### src/rtl/bus_router_pkg.sv
// bus_router_pkg
//   Shared bus constants, router state encoding and the default memory map
//   used to parameterise bus_router (SLV_BASE / SLV_MASK).
//   No ports.
package bus_router_pkg;

   localparam int unsigned XLEN        = 32;
   localparam int unsigned BUS_WIDTH   = 32;
   localparam int unsigned BUS_ACC_CNT = 4;
   localparam int unsigned ACC_W       = $clog2(BUS_ACC_CNT);

   typedef enum logic [1:0] {
      ST_IDLE = 2'd0,
      ST_BUSY = 2'd1,
      ST_FLT  = 2'd2
   } bus_router_state_t;

   // Default 4-slave map: ROM/boot, peripherals, RAM, bridge.
   localparam int unsigned DEF_NSLV = 4;
   localparam logic [DEF_NSLV*XLEN-1:0] DEF_SLV_BASE = {
      32'h8000_0000, 32'h2000_0000, 32'h2000_0000, 32'h0000_0000
   };
   localparam logic [DEF_NSLV*XLEN-1:0] DEF_SLV_MASK = {
      32'h0000_0FFF, 32'h0000_FFFF, 32'h0000_0FFF, 32'h0000_FFFF
   };

   // Index width that stays legal for a single-slave configuration.
   function automatic int unsigned idx_width(input int unsigned n);
      return (n > 1) ? $clog2(n) : 1;
   endfunction

endpackage

### src/rtl/bus_addr_decoder.sv
// bus_addr_decoder
//   Combinational base/mask address decoder. Slave i hits when
//   (addr & ~mask_i) == base_i; several hits resolve to the lowest index.
//   Ports:
//     addr   in  XLEN        byte address
//     hit    out 1           some slave region matches
//     idx    out IDXW        index of the matching slave
//     offset out XLEN        addr & mask of the matching slave
module bus_addr_decoder
   import bus_router_pkg::*;
#(
   parameter int unsigned           NSLV     = 4,
   parameter logic [NSLV*XLEN-1:0]  SLV_BASE = '0,
   parameter logic [NSLV*XLEN-1:0]  SLV_MASK = '0,
   localparam int unsigned          IDXW     = idx_width(NSLV)
)(
   input  logic [XLEN-1:0] addr,
   output logic            hit,
   output logic [IDXW-1:0] idx,
   output logic [XLEN-1:0] offset
);

   // Scan from the highest index down so the lowest matching slave wins.
   always_comb begin
      hit    = 1'b0;
      idx    = '0;
      offset = '0;
      for (int unsigned i = NSLV; i > 0; i--) begin
         if ((addr & ~SLV_MASK[(i-1)*XLEN +: XLEN]) == SLV_BASE[(i-1)*XLEN +: XLEN]) begin
            hit    = 1'b1;
            idx    = IDXW'(i-1);
            offset = addr & SLV_MASK[(i-1)*XLEN +: XLEN];
         end
      end
   end

endmodule

### src/rtl/bus_router.sv
// bus_router
//   Single-master, NSLV-slave address router with one outstanding
//   transaction. Mapped requests are forwarded to one slave in the same
//   cycle; unmapped requests get a one-cycle fault response.
//   Optional macro BUS_ROUTER_TIMEOUT_EN: a BUSY transaction that sees no
//   slave response for TIMEOUT cycles completes with a fault.
//   Ports:
//     clk, rstn                 clock, synchronous active-low reset
//     m_addr/m_w_rb/m_acc/m_wdata/m_req   master request side
//     m_resp/m_rdata/m_fault    master response side
//     s_addr/s_w_rb/s_acc/s_wdata         broadcast slave payload
//     s_req  [NSLV]             one-hot slave request pulse
//     s_resp [NSLV], s_rdata    per-slave response and read data
module bus_router
   import bus_router_pkg::*;
#(
   parameter int unsigned           NSLV     = 4,
   parameter logic [NSLV*XLEN-1:0]  SLV_BASE = '0,
   parameter logic [NSLV*XLEN-1:0]  SLV_MASK = '0,
   parameter int unsigned           TIMEOUT  = 255
)(
   input  logic                      clk,
   input  logic                      rstn,
   input  logic [XLEN-1:0]           m_addr,
   input  logic                      m_w_rb,
   input  logic [ACC_W-1:0]          m_acc,
   input  logic [BUS_WIDTH-1:0]      m_wdata,
   input  logic                      m_req,
   output logic                      m_resp,
   output logic [BUS_WIDTH-1:0]      m_rdata,
   output logic                      m_fault,
   output logic [XLEN-1:0]           s_addr,
   output logic                      s_w_rb,
   output logic [ACC_W-1:0]          s_acc,
   output logic [BUS_WIDTH-1:0]      s_wdata,
   output logic [NSLV-1:0]           s_req,
   input  logic [NSLV-1:0]           s_resp,
   input  logic [NSLV*BUS_WIDTH-1:0] s_rdata
);

   localparam int unsigned IDXW = idx_width(NSLV);

   bus_router_state_t    state;
   logic [IDXW-1:0]      sel;
   logic                 hit;
   logic [IDXW-1:0]      hit_idx;
   logic [XLEN-1:0]      hit_offset;
   logic                 sel_resp;
   logic [BUS_WIDTH-1:0] sel_rdata;
   logic                 accept;
   logic                 tmo_hit;

`ifdef BUS_ROUTER_TIMEOUT_EN
   localparam int unsigned TW = 16;
   logic [TW-1:0] tmo_cnt;
   assign tmo_hit = (state == ST_BUSY) && !sel_resp && (tmo_cnt == TW'(TIMEOUT));
`else
   assign tmo_hit = 1'b0;
`endif

   bus_addr_decoder #(
      .NSLV     (NSLV),
      .SLV_BASE (SLV_BASE),
      .SLV_MASK (SLV_MASK)
   ) u_dec (
      .addr   (m_addr),
      .hit    (hit),
      .idx    (hit_idx),
      .offset (hit_offset)
   );

   // Response mux for the slave captured in sel.
   always_comb begin
      sel_resp  = 1'b0;
      sel_rdata = '0;
      for (int unsigned i = 0; i < NSLV; i++) begin
         if (sel == IDXW'(i)) begin
            sel_resp  = s_resp[i];
            sel_rdata = s_rdata[i*BUS_WIDTH +: BUS_WIDTH];
         end
      end
   end

   always_comb begin
      m_resp  = 1'b0;
      m_fault = 1'b0;
      m_rdata = '0;
      case (state)
         ST_BUSY: begin
            if (tmo_hit) begin
               m_resp  = 1'b1;
               m_fault = 1'b1;
            end else begin
               m_resp  = sel_resp;
               m_rdata = sel_rdata;
            end
         end
         ST_FLT: begin
            m_resp  = 1'b1;
            m_fault = 1'b1;
         end
         default: ;
      endcase
   end

   // A new request is taken whenever the router is free or is retiring its
   // transaction this cycle (response or fault), giving back-to-back issue.
   assign accept = m_req && ((state != ST_BUSY) || m_resp);

   always_comb begin
      s_req = '0;
      if (accept && hit)
         s_req[hit_idx] = 1'b1;
   end

   assign s_addr  = hit_offset;
   assign s_w_rb  = m_w_rb;
   assign s_acc   = m_acc;
   assign s_wdata = m_wdata;

   always_ff @(posedge clk) begin
      if (!rstn) begin
         state <= ST_IDLE;
         sel   <= '0;
`ifdef BUS_ROUTER_TIMEOUT_EN
         tmo_cnt <= '0;
`endif
      end else begin
         if (accept) begin
            if (hit) begin
               state <= ST_BUSY;
               sel   <= hit_idx;
            end else begin
               state <= ST_FLT;
            end
         end else if ((state != ST_BUSY) || m_resp) begin
            state <= ST_IDLE;
         end
`ifdef BUS_ROUTER_TIMEOUT_EN
         if (accept && hit)
            tmo_cnt <= '0;
         else if ((state == ST_BUSY) && !sel_resp)
            tmo_cnt <= tmo_cnt + 1'b1;
`endif
      end
   end

endmodule

### config.mk
export PLATFORM = sky130hd
export DESIGN_NAME = bus_router
export DESIGN_NICKNAME = d
export VERILOG_FILES = /design/src/rtl/bus_router_pkg.sv /design/src/rtl/bus_addr_decoder.sv /design/src/rtl/bus_router.sv
export SDC_FILE = /design/constraint.sdc
export NUM_CORES = 1
export LEC_CHECK = 0
export ABC_AREA = 1
export BUFFER_PORTS_ARGS = -buffer_cell sky130_fd_sc_hd__buf_2
export CAP_MARGIN = 0
export CELL_PAD_IN_SITES_DETAIL_PLACEMENT = 0
export CELL_PAD_IN_SITES_GLOBAL_PLACEMENT = 2
export CORE_AREA = 2 2 121 123
export CTS_CLUSTER_SIZE = 30
export DETAILED_ROUTE_END_ITERATION = 10
export DIE_AREA = 0 0 123 125
export HOLD_SLACK_MARGIN = 0.03
export PLACE_DENSITY_LB_ADDON = 0.1
export SYNTH_ARGS = -nofsm -noshare
export SYNTH_HDL_FRONTEND = slang
export SYNTH_SLANG_ARGS = --single-unit
### constraint.sdc
create_clock -name clk -period 1.4 [get_ports clk]
set_input_delay 0.07 -clock clk [delete_from_list [all_inputs] [get_ports clk]]
set_output_delay 0.07 -clock clk [all_outputs]
set_load 0.01 [all_outputs]
### Yosys cells after proc, flatten, opt, wreduce, memory -nomap -nowiden

Cells that the tools add are included.

| operators by class | value |
|---|---|
| $add $sub $neg | 0 |
| multiply operators | 0 |
| divide/modulo/power cells | 0 |
| order comparisons | 0 |
| equal/unequal tests | 3 |
| shift operators | 0 |
| multiplexer cells | 8 |
| bitwise operators | 0 |
| reduce and logical (&&, ||, !) cells | 5 |

Operator list:

| operator | count |
|---|---|
| $logic_not A32 Y1 | 1 |
| $mux W32 | 1 |
| $mux W2 | 3 |
| $mux W1 | 3 |
| $eq A2 B1 Y1 const B | 1 |
| $eq A2 B2 Y1 const B | 1 |
| $logic_and A1 B1 Y1 | 2 |
| $ne A2 B1 Y1 const B | 1 |
| $pmux W1 S2 | 1 |
| $reduce_bool A2 Y1 | 1 |
| $logic_or A1 B1 Y1 | 1 |

| storage, ports and cells | value |
|---|---|
| register bits after elaboration | 2 |
| latch bits | 0 |
| memory bits (writable) | 0 |
| ROM bits | 0 |
| input bits | 202 |
| logic and storage cells | 17 |
| memories | 0 |

### Longest topological paths before layout

| depth | value |
|---|---|
| depth after elaboration | 6 |
| depth in mapped cells | 11 |
| depth with buffers taken out | 10 |

### By module

Synthesis repeated with hierarchy kept, for this count alone.

| unflattened totals | value |
|---|---|
| cell total of the unflattened synthesis | 345 |
| area total of the unflattened synthesis | 1,905.6 um2 |

By module, submodules not included:

| module | times used | cells each | area an instance (um2) | sequential area each (um2) |
|---|---|---|---|---|
| bus_router | 1 | 279 | 1,530.2 | 80.1 |
| bus_addr_decoder | 1 | 66 | 375.4 | 0.0 |

### Worst setup path after synthesis

No wires, ideal clock.

| timing path | value |
|---|---|
| kind | register to register |
| start point | register state[1] |
| end point | register state[0] |
| library setup time | 0.114 ns |
| arrival time | 1.128 ns |
| data required time | 1.286 ns |
| setup slack | 0.158 ns |
| cell stages (with the launch flop) | 12 |
| path buffers | 1 |
| clock period less this slack | 1.242 ns |
| path through | dfxtp_1 inv_1 ha_1 buf_6 nand2_1 nand2_1 nand2_1 inv_2 nor2_4 nor2_4 nand2_2 a21oi_2 |

| on the way | value |
|---|---|
| word-level cells in the longest chain between the ends | 5 |
| elaborated cells on any way between the ends | 8 |
| classes of those cells | eq/ne (3); mux (2); reduce/logical (3) |

RTL lines:

| item | RTL line | source |
|---|---|---|
| from (decl) | bus_router.sv:43 | `bus_router_state_t state;` |
| from (signal assigned) | bus_router.sv:123 | `state <= ST_IDLE;` |
| from (signal assigned) | bus_router.sv:131 | `state <= ST_BUSY;` |
| from (signal assigned) | bus_router.sv:134 | `state <= ST_FLT;` |
| $eq A2 B2 Y1 / $eq A2 B1 Y1 (equally long branches) | bus_router.sv:88 | `case (state)` |
| $pmux W1 S2 (*) | bus_router.sv:88 |  |
| named net m_resp | bus_router.sv:29 | `output logic m_resp,` |
| $logic_or A1 B1 Y1 (*) | bus_router.sv:108, bus_router.sv:136 |  |
| $logic_and A1 B1 Y1 | bus_router.sv:108 | `assign accept = m_req && ((state != ST_BUSY) \|\| m_resp);` |
| $mux W2 / $reduce_bool A2 Y1 (equally long branches) | -- |  |

Mark *: on every way through the listed nets, which the timed path passes. The rest lies on a longest branch.
A chain may end at the register's enable or synchronous reset.

### Worst setup path in the final report

| timing path | value |
|---|---|
| start point | register state[0] |
| end point | output port s_req[0] |

| on the way | value |
|---|---|
| word-level cells in the longest chain between the ends | 6 |
| elaborated cells on any way between the ends | 8 |
| classes of those cells | eq/ne (3); mux (2); reduce/logical (3) |

RTL lines:

| item | RTL line | source |
|---|---|---|
| $eq A2 B2 Y1 / $eq A2 B1 Y1 (equally long branches) | bus_router.sv:88 |  |
| $pmux W1 S2 | bus_router.sv:88 |  |
| $logic_or A1 B1 Y1 (*) | bus_router.sv:108 |  |
| $logic_and A1 B1 Y1 (*) | bus_router.sv:108 |  |
| $logic_and A1 B1 Y1 (*) | bus_router.sv:112 | `if (accept && hit)` |
| $mux W1 (*) | bus_router.sv:112 |  |
| to (decl) | bus_router.sv:36 | `output logic [NSLV-1:0] s_req,` |

Mark *: on every way between the ends. The rest lies on a longest branch, timed or not.

==> out/results.tsv <==
stage	metric	value	unit
min_path	hold path start	rstn	
min_path	HP Class	in -> reg	
drt	metal2 WL	1600	um
drt	wire length on met1	1200	um
timing	setup ws final	-0.0721	ns
floorplanning	core area	0.0142	mm^2
outcome	failing checks	negative setup slack	
floorplanning	initial core utilization	7.61	%
timing	Tmin final	1.47	ns
finish	Largest Register	state	
synth	syn avg cell area	5.57	um^2
pwr	leakage	1.14	nW
finish	Top Registers	state (2)	
worst_setup_path	highest fanout seen on the critical path	3	
synth	synthesized flop and latch total	2	
synth	Main synth FF type	dfxtp_1	
timing	Hold Slack	0.102	ns
timing	Hold Vio Cnt, Final	0	
placed_design	port bufs	102	
outcome	status	finished with violations	
synth	ys async rst share	0	%
drt	Initial DRC Count	18	
clock_tree	CTS Hold Buffers Added	0	
drt	WL per Instance	8.43	um
floorplanning	num rows	44	
synth	Post-Syn Area	0.00108	mm^2
global_route	Overflow after GRT	0	
finish	Largest register FFs	2	
timing	period utilization	105	%
synth	Synth Instances	194	
clock_tree	Max Buffers Root-to-Sink	2	
synth	sequential element share of the synthesized area	3.70	%
global_route	first-pass GRT wire length	4850	um
drt	vias per cell	2.53	
synth	Synth warnings	0	
timing	Final Skew	0.000516	ns
clock_tree	Root Buffer	clkbuf_16	
placed_design	dpl hpwl	3170	um
synth	EDFF count, synth	0	
global_route	Total GRT Usage	4.06	%
synth	share of the synthesized area in the top cell type	48.6	%
clock_tree	H-tree Lvls	1	
placed_design	GP Congestion	0.609	
global_route	number of global-route vias before repair	941	
worst_setup_path	Setup crit end kind	primary output	
clock_tree	Reg clk slew, reported paths	0.03	ns
worst_setup_path	Worst EP required	1.33	ns
finish	layout cell share with drive strength beyond 1	58.8	%
worst_setup_path	Worst R2R Setup Slack	0.09	ns
min_path	hold endpoint	state[0]	
drt	routed vias	1140	
synth	area leader, netlist	buf_4	
finish	Synth-to-Final Area Change	65.5	%
finish	Sequential Area	47.5	um^2
synth	Synth top cells by count	70 x buf_4, 47 x nand2_1, 40 x inv_1	
global_route	initial antenna violation count	0	
worst_setup_path	Worst Path Class, Setup	reg -> out	
drt	WL final	3800	um
pwr	total power draw	0.663	mW
finish	Antenna Cells	0	
drt	Met3 Wirelength	981	um
min_path	hold path depth	3	
timing	fin. max-slew vios	0	
floorplanning	die span in y	125	um
floorplanning	Die ar.	0.0154	mm^2
finish	Nets	473	
clock_tree	TritonCTS Buffers	3	
finish	Filler cells	1688	
drt	top sig layer	met4	
worst_setup_path	R2R Path End	state[1]	
synth	most numerous cell in the Yosys netlist	buf_4	
pwr	peak supply drop	254	uV
global_route	largest net degree at the start of global routing	23	
drt	drt pass-1 iters	3	
drt	post-route ant nets	0	
clock_tree	Worst-Skew Late Latency	0.22	ns
clock_tree	CTS tree	built	
timing	fmax	0.679	GHz
worst_setup_path	R2R depth	10	
worst_setup_path	CP Launch Type	flop	
synth	post-synth cell types	14	
worst_setup_path	Critical Path AT	1.40	ns
worst_setup_path	FF-to-FF Start	state[0]	
job	max cap viols	0	
synth	largest cells by area after synthesis	buf_4 49%, nand2_1 16%, inv_1 14%	
timing	unrepaired setup endpoints after global routing	true	
floorplanning	IO Pins	307	
clock_tree	CTS Sinks	2	
floorplanning	Chip Width	123	um
drt	DRC Markers	0	
placed_design	pre-CTS WS	-0.0325	ns
finish	area of the multi-input gates	542	um^2
pwr	pwr dens	370	mW/mm^2
timing	setup violators final	1	
finish	final core utilization	12.6	%
-- metrics by stage --
step	instances	setup TNS, ns	instance area, um^2
finish	451	-0.0721	1790
global route	451	-0.246	1790
CTS	449	-0.157	1580
detailed placement	442	-0.0325	1420
global placement	442	-0.00288	1420
floorplan	228	0	1210
-- layout make-up --
class | count | area share, %
clock buffer | 3 | 4.20
sequential | 2 | 2.66
timing repair buffer | 110 | 41.1
multi-input combinational | 111 | 30.3
tap | 184 | 12.9
inverter | 41 | 8.88
-- how the worst max path moves through the flow --
stage | from | to | slack, ns | cells past startpoint
2_1_floorplan | state[1] | state[0] | 0.16 | 11
3_3_place_gp | state[1] | s_req[0] | -0.003 | 11
3_5_place_dp | state[1] | s_req[0] | -0.03 | 11
4_1_cts | state[1] | s_req[0] | -0.12 | 11
5_1_grt | state[1] | s_req[0] | -0.13 | 9
6_report | state[0] | s_req[0] | -0.07 | 10
-- critical path, stage by stage (launching register included) --
cell and delay (ns):
dfxtp_4 0.37, inv_4 0.04, ha_4 0.25, inv_2 0.03, nand2_2 0.05, inv_2 0.04
nor2_4 0.13, nor2_4 0.05, nand2_2 0.08, inv_2 0.04, buf_6 0.11
-- logic make-up after synthesis --
group,share of synthesized area [%]
AOI/OAI and AO/OA,2.43
adders and majority gates,2.31
buffers and inverters,64.9
DFF,3.70
other,0.347
and+or+nand+nor,26.3
-- metal layers --
metal | vias to the layer above | track usage, %
li1 | 585 | -
met1 | 440 | 4.13
met2 | 113 | 5.69
met3 | 2 | 4.29
met4 | 0 | 1.00
met5 | - | 0
-- cells in the final DEF (no fill, tap or decap) --
| cell | count |
|---|---|
| conb_1 | 35 |
| dfxtp_4 | 2 |
| buf_2 | 87 |
| buf_4 | 1 |
| inv_2 | 12 |
| inv_4 | 2 |
| buf_12 | 2 |
| nand2_1 | 27 |
| ha_4 | 2 |
| buf_6 | 18 |
| nor2_1 | 21 |
| inv_1 | 27 |
| nand2_2 | 21 |
| clkbuf_16 | 5 |
| nor2_4 | 2 |
| o21ai_2 | 1 |
| a21oi_2 | 2 |
-- report_power, final --
group / internal [mW] / switching, mW
Sequential: 0.0564 / 0.00285
Combinational: 0.0845 / 0.0901
Clock: 0.363 / 0.0655
Total: 0.504 / 0.158
-- timing repair --
action                                  in CTS  in global routing
cloned                                       0                  3
setup buffers                                4                  0
endpoints found under the setup margin      33                 35
pin swaps                                    5                  8
gates resized for setup                     15                 48
Note: power is estimated with default switching activity, not from simulation.
